File: src/rtl/video_memory_assign.sv
// VGA text-mode address/colour generator: maps pixel coordinates to character-memory and font-ROM
// addresses and selects the pixel colour. Define VMA_HEADER_EN to enable the prompt-header path.
module video_memory_assign #(
  parameter int unsigned                BASH_HEAD_LEN = 9,
  parameter logic [8*BASH_HEAD_LEN-1:0] HEAD_STR      = "MYS@bash$"
) (
  input  logic        clk,
  input  logic        rst_n,
  input  logic [9:0]  h_addr,
  input  logic [9:0]  v_addr,
  input  logic [12:0] roll_cnt,
  input  logic [7:0]  char_code,
  input  logic [11:0] line,
  input  logic [11:0] line_header,
  input  logic [7:0]  scanCode_E0,
  input  logic [23:0] color_background,
  input  logic [23:0] color_text,
  output logic [7:0]  keysX,
  output logic [7:0]  keysY,
  output logic [12:0] keys_index,
  output logic [7:0]  offsetX,
  output logic [7:0]  offsetY,
  output logic [11:0] vm_index,
  output logic [11:0] vm_index_header,
  output logic [23:0] showcolor,
  output logic [23:0] showcolor_header,
  output logic        direction_flag
);

  localparam int unsigned CELL_W     = 9;
  localparam int unsigned ROW_CHARS  = 70;
  localparam int unsigned RIGHT_EDGE = 630;
  localparam int unsigned COLOR_W    = 24;

  logic [3:0]         offset_x_q;
  logic               margin_q;
  logic [COLOR_W-1:0] bg_q;
  logic [COLOR_W-1:0] txt_q;
  logic               direction_flag_q;
  logic               direction_flag_d;

  logic [7:0]  head_char;
  logic        head_hit;
  logic [11:0] vm_hdr;
  logic [15:0] line_ext;

  // Cell coordinates and in-cell offsets
  assign keysX      = 8'(h_addr / 10'(CELL_W));
  assign keysY      = 8'(v_addr >> 4);
  assign offsetX    = 8'(h_addr - 10'(10'(keysX) * 10'(CELL_W)));
  assign offsetY    = {4'b0000, v_addr[3:0]};
  assign keys_index = 13'(13'(keysY) * 13'(ROW_CHARS)) + 13'(keysX) + roll_cnt;
  assign vm_index   = {char_code, 4'b0000} + 12'(offsetY);

  // Prompt character lookup; byte 0 of HEAD_STR sits in the most significant byte
  always_comb begin
    head_char = 8'h00;
    head_hit  = 1'b0;
    for (int unsigned k = 0; k < BASH_HEAD_LEN; k++) begin
      if (32'(keysX) == k) begin
        head_hit  = 1'b1;
        head_char = HEAD_STR[8*(BASH_HEAD_LEN-1-k) +: 8];
      end
    end
  end

  assign vm_hdr = head_hit ? ({head_char, 4'b0000} + 12'(offsetY)) : 12'h000;

  assign direction_flag_d = (scanCode_E0 == 8'h75) || (scanCode_E0 == 8'h72) ||
                            (scanCode_E0 == 8'h6B) || (scanCode_E0 == 8'h74);

  // Stage-2 registers line up with the one-cycle font-ROM latency
  always_ff @(posedge clk or negedge rst_n) begin
    if (!rst_n) begin
      offset_x_q       <= 4'h0;
      margin_q         <= 1'b0;
      bg_q             <= '0;
      txt_q            <= '0;
      direction_flag_q <= 1'b0;
    end else begin
      offset_x_q       <= offsetX[3:0];
      margin_q         <= (h_addr >= 10'(RIGHT_EDGE));
      bg_q             <= color_background;
      txt_q            <= color_text;
      direction_flag_q <= direction_flag_d;
    end
  end

  assign direction_flag = direction_flag_q;
  assign line_ext       = {4'h0, line};
  assign showcolor      = (!margin_q && line_ext[offset_x_q]) ? txt_q : bg_q;

`ifdef VMA_HEADER_EN
  logic [15:0] line_header_ext;

  assign line_header_ext  = {4'h0, line_header};
  assign vm_index_header  = vm_hdr;
  assign showcolor_header = (!margin_q && line_header_ext[offset_x_q]) ? txt_q : bg_q;
`else
  logic unused_hdr;

  assign unused_hdr       = ^{line_header, vm_hdr};
  assign vm_index_header  = vm_index;
  assign showcolor_header = showcolor;
`endif

endmodule

File: config.mk
export PLATFORM = sky130hd
export DESIGN_NAME = video_memory_assign
export DESIGN_NICKNAME = d
export VERILOG_FILES = /design/src/rtl/video_memory_assign.sv
export SDC_FILE = /design/constraint.sdc
export NUM_CORES = 1
export LEC_CHECK = 0
export ABC_CLOCK_PERIOD_IN_PS = 12600
export BUFFER_PORTS_ARGS = -buffer_cell sky130_fd_sc_hd__buf_2
export CAP_MARGIN = 20
export CORE_MARGIN = 2
export CORE_UTILIZATION = 41
export CTS_CLUSTER_DIAMETER = 100
export CTS_CLUSTER_SIZE = 30
export DETAILED_ROUTE_END_ITERATION = 16
export GPL_ROUTABILITY_DRIVEN = 0
export HOLD_SLACK_MARGIN = 0.15
export PLACE_DENSITY = 0.72
export RECOVER_POWER = 100
export SKIP_LAST_GASP = 1
export SLEW_MARGIN = 10
export SYNTH_ARGS = -nofsm -noshare
export SYNTH_HDL_FRONTEND = slang
export SYNTH_SLANG_ARGS = --single-unit
File: constraint.sdc
create_clock -name clk -period 12.6 [get_ports clk]
set_input_delay 1.26 -clock clk [delete_from_list [all_inputs] [get_ports clk]]
set_output_delay 1.26 -clock clk [all_outputs]
set_load 0.005 [all_outputs]
---- Word level (Yosys, flattened, before mapping) ----
Cells that the tools add are included.
word-level totals
  word-level logic and storage cells ...... 26
  input port bits ......................... 123
  output and inout port bits .............. 118
  bits in registers ....................... 54
cells by class
  muxes and demuxes ....................... 3
  divide/modulo/power cells ............... 1
  add/sub/neg operators ................... 4
  $mul .................................... 2
  reduce and logical (&&, ||, !) cells .... 5
  eq/ne operators ......................... 4
  $lt $le $gt $ge ......................... 2
operator list
  kind                   count
  $eq 8x7->1 const B     4
  $mux 24                1
  $add 13x13->13         1
  $add 13x8->13          1
  $add 12x4->12          1
  $mul 6x6->12 const B   1
  $div 10x4->10 const B  1
  $ge 10x10->1 const B   1
  $mul 8x4->8 const B    1
  $sub 8x8->8            1
  $lt 4x5->1 const B     1
  $bmux 1 s4             1
  $logic_or 1x1->1       3
  $logic_and 1x1->1      1
  $logic_not 1->1        1
  $mux 1                 1

---- Logic depth before layout (Yosys ltp) ----
  word-level depth ........................ 4
  gate-level depth with buffers ........... 35

---- Worst setup path before layout ----
Ideal clock, no wire load.
  path type ............................... input port to output port
  start ................................... input port h_addr[7]
  end ..................................... output port keys_index[11]
  arrival ................................. 6.758 ns
  path buffers ............................ 1
  slack ................................... 4.582 ns
  data required time ...................... 11.340 ns
  cell stages on the path ................. 34
  cell sequence ........................... buf_4 > nor3b_2 > o21ai_1 > a21oi_1 > nor4_2 > mux2_2 > and3_4 > a21o_1 > inv_1 > ha_1 > inv_1 > a22oi_1 > o22ai_1 > a211oi_1 > o31ai_2 > nor2_1 > o32ai_1 > nor2b_1 > o21ai_0 > ha_1 > ha_1 > inv_1 > fa_1 > nor2b_1 > o21ai_0 > a21boi_0 > o21ai_0 > nand2b_1 > a21oi_1 > nor2b_1 > o21ai_0 > nand2b_1 > a21oi_1 > xnor2_1
on the way
  longest elaborated chain between the ends .. 3
ends and longest elaborated chain
  what                RTL line  text
  start, declared     9         input logic [9:0] h_addr,
  $div 10x4->10       48        assign keysX = 8'(h_addr / 10'(CELL_W));
  named net keysX[0]  18        output logic [7:0] keysX,
  $add 13x8->13       52        assign keys_index = 13'(13'(keysY) * 13'(ROW_CHARS)) + 13'(keysX) + roll_cnt;
  $add 13x13->13      52
  end, declared       20        output logic [12:0] keys_index,
The timed path passes the listed nets, and every way through them passes these cells.

---- Worst setup path after layout ----
  start ................................... input port h_addr[8]
  end ..................................... output port keys_index[12]
on the way
  longest elaborated chain between the ends .. 3
ends and longest elaborated chain
  what            RTL line
  $div 10x4->10   48
  $add 13x8->13   52
  $add 13x13->13  52
Every way passes these cells.

==> flow_metrics.tcl <==
set metrics [dict create \
    postCtsHoldBufs 0 \
    hpwl_um 10300 \
    final_max_slew_viol_count 55 \
    fin_hold_ws_ps 1070 \
    synth_compound_gate_area_share 0.155 \
    clock_path_buffers 2 \
    comb_power_share 0.627 \
    p_leak_nw 2.82 \
    antenna_found_initial 0 \
    cp_max_fo 21 \
    hold_path_class "input pin to register" \
    cp_slowest_cell "clkbuf_1" \
    drtAntennaViolNets 0 \
    finalSetupTns_ps 0 \
    switching_share 0.409 \
    irDropWorstVdd_mv 0.0700 \
    synth_mux_area_frac 0.0765 \
    tritoncts "yes" \
    yosysSeqAreaShare 0.266 \
    pwr-share-seq 0.209 \
    clock-sinks 54 \
    grt_pass1_vias 4054 \
    critical_path_class "input pin to output port" \
    worst_pin_slew_ps 2790 \
    drt_iter0_drc 148 \
    synthSimpleGateAreaFrac 0.111 \
    remaining_drc_errors 0 \
    grt_use_total 0.176 \
    fmax_mhz 95.6 \
    fin_nets 834 \
    grt_max_degree 55 \
    cp-end-kind "output port" \
    synth_ff_type "dfrtp_1" \
    overflow 0 \
    htreeDepth 2 \
    ys_warn_count 0 \
    async_flop_share 1.00 \
    core_area_sq_um 12100 \
    cpMostUsedCell "o21ai_0" \
    ios 241 \
    numCtsBuffers 5 \
    synth_edf_count 0 \
    hold_viol 0 \
    clk_pin_slew_ps 70 \
    syn_to_final_growth_pct 12.4 \
    power.density_nw_per_um2 164 \
    period_share 0.830 \
    max_stage_delay_ps 730 \
    antenna_cells 0 \
    ys_ff_latch 54 \
    setup.worst_path.start_class "input pin" \
    grt_pass1_wl_um 18900 \
    cp.arrival_ps 9200 \
    die_y_um 115 \
    via_per_inst 5.04 \
    postCtsResizedCells 0 \
    clkPwrFrac 0.163 \
    synth_fa_ha_area_frac 0.178 \
    syn_inst 535 \
    drt-wirelength-per-cell_um 15.1 \
    outcome "finished, violations left" \
    synth_area_sq_um 5090 \
    synth_top_family_by_area "adder cells" \
    netlist-cell-type-count 73 \
    io_buffers 181 \
    fin_crit_ps 10460 \
    cts_root_buf "clkbuf_16" \
    maxSlewHeadroom -0.860 \
    failed_checks "capacitance limit, slew limit" \
    layout-drive-gt1-share 0.255 \
    synthXorXnorAreaFrac 0.0551 \
    internal_power_uw 555 \
    p_sw_uw 384 \
    drv_cap 1 \
    die_area_sq_um 13300 \
    die_w_um 115 \
    start_util 0.422 \
    cp.required_ps 11340 \
    dr.pass1.iters 5 \
    rsz0062_at_grt "no" \
    wirelength_um 12400 \
    finalSetupViolCount 0 \
    dr_total_vias 4114 \
    post-cts-setup-buffers 0 \
    syn_area_per_cell_sq_um 9.51 \
    num_rows 40 \
]
-- critical path, delay by kind of cell --
family | cells | cell delay, ps
compound gates | 17 | 4390
xor+xnor | 1 | 160
fa+ha+maj | 3 | 680
buf+inv | 5 | 1280
mux | 1 | 410
simple gates | 5 | 1000
-- power by group through the flow --
stage	registers (mW)	clock network, mW	logic, mW
after floorplan	0.198	0	0.433
after global placement	0.199	0	0.607
after detailed placement	0.200	0	0.620
after CTS	0.197	0.155	0.623
after global routing	0.199	0.161	0.660
final	0.197	0.153	0.589
-- kinds of logic (layout without fill, tap and decap cells) --
kind of cell,count (synthesis),in the layout
AO/OA/AOI/OAI,112,112
adder cells (fa/ha/maj),64,64
other,1,7
flip-flops,54,54
multiplexers,32,32
AND/OR/NAND/NOR,98,98
XOR/XNOR,32,32
buffers and inverters,142,249
-- final timing paths --
check | endpoint | start | depth (start not counted)
min in group asynchronous | bg_q[19]$_DFF_PN0_ | rst_n | 2
min | bg_q[12]$_DFF_PN0_ | color_background[12] | 1
max | keys_index[12] | h_addr[8] | 32
max in group asynchronous | bg_q[0]$_DFF_PN0_ | rst_n | 2
-- routing by layer --
metal  wire length, um  vias up  global-route usage
met1              4930     1937               0.210
met4               140        0              0.0458
li1                  -     1989                   -
met2              6260      172               0.320
met3              1010       16              0.0353
met5                 0        -                   0
-- layout by cell type, fill, tap and decap left out, types with 11 or more instances in the layout --
cell	Yosys	layout
ha_1	50	50
xnor2_1	23	23
fa_1	14	14
a21oi_1	25	25
clkbuf_1	6	49
dfrtp_1	54	54
nand2_1	22	22
inv_1	58	58
nor2b_1	11	11
nor2_1	17	17
mux2_1	0	16
o21ai_0	21	21
a21o_1	11	11
buf_2	8	130
-- area by class of cell --
class | count | area (sq um)
clock buffers | 6 | 129
clock inverters | 2 | 37.5
fillers | 1176 | 6340
inverters | 58 | 218
multi-input cells | 345 | 2920
flip-flops and latches | 54 | 1350
well taps | 168 | 210
repair buffers | 183 | 856
-- registers in the layout, indices dropped and copies added (netlist names) --
name / flops
bg_q: 24
txt_q: 24
offset_x_q: 4
direction_flag: 1
margin_q: 1
-- synthesized netlist by cell type (3+ instances only) --
| library cell | n | area share |
|---|---|---|
| a211oi_1 | 3 | 0.0044 |
| a21o_1 | 11 | 0.016 |
| a21oi_1 | 25 | 0.025 |
| a22oi_1 | 3 | 0.0044 |
| a31oi_1 | 3 | 0.0037 |
| and3_1 | 3 | 0.0037 |
| buf_2 | 8 | 0.0079 |
| buf_4 | 67 | 0.099 |
| clkbuf_1 | 6 | 0.0044 |
| dfrtp_1 | 54 | 0.27 |
| fa_1 | 14 | 0.055 |
| ha_1 | 50 | 0.12 |
| inv_1 | 58 | 0.043 |
| mux2_2 | 25 | 0.055 |
| mux2i_1 | 4 | 0.0079 |
| mux4_2 | 3 | 0.013 |
| nand2_1 | 22 | 0.016 |
| nand2b_1 | 9 | 0.011 |
| nand3_1 | 5 | 0.0049 |
| nor2_1 | 17 | 0.013 |
| nor2b_1 | 11 | 0.014 |
| nor3_1 | 9 | 0.0089 |
| o21ai_0 | 21 | 0.021 |
| o21ai_1 | 5 | 0.0049 |
| o21bai_1 | 4 | 0.0059 |
| o22ai_1 | 3 | 0.0037 |
| o31ai_1 | 3 | 0.0044 |
| o32ai_1 | 3 | 0.0052 |
| xnor2_1 | 23 | 0.040 |
| xor2_1 | 9 | 0.015 |
-- stage by stage --
| stage | cell area, sq um | power [mW] | utilization | setup slack [ps] | instances |
|---|---|---|---|---|---|
| floorplan | 5110 | 0.631 | - | 4580 | 541 |
| global placement | 5650 | 0.806 | 0.468 | 3460 | 807 |
| detailed placement | 5650 | 0.820 | 0.468 | 3280 | 807 |
| CTS | 5820 | 0.976 | 0.482 | 3240 | 815 |
| global route | 5720 | 1.02 | 0.474 | 1300 | 816 |
| finish | 5720 | 0.939 | 0.474 | 2140 | 816 |
No activity file was read; power rests on OpenSTA's default activity.
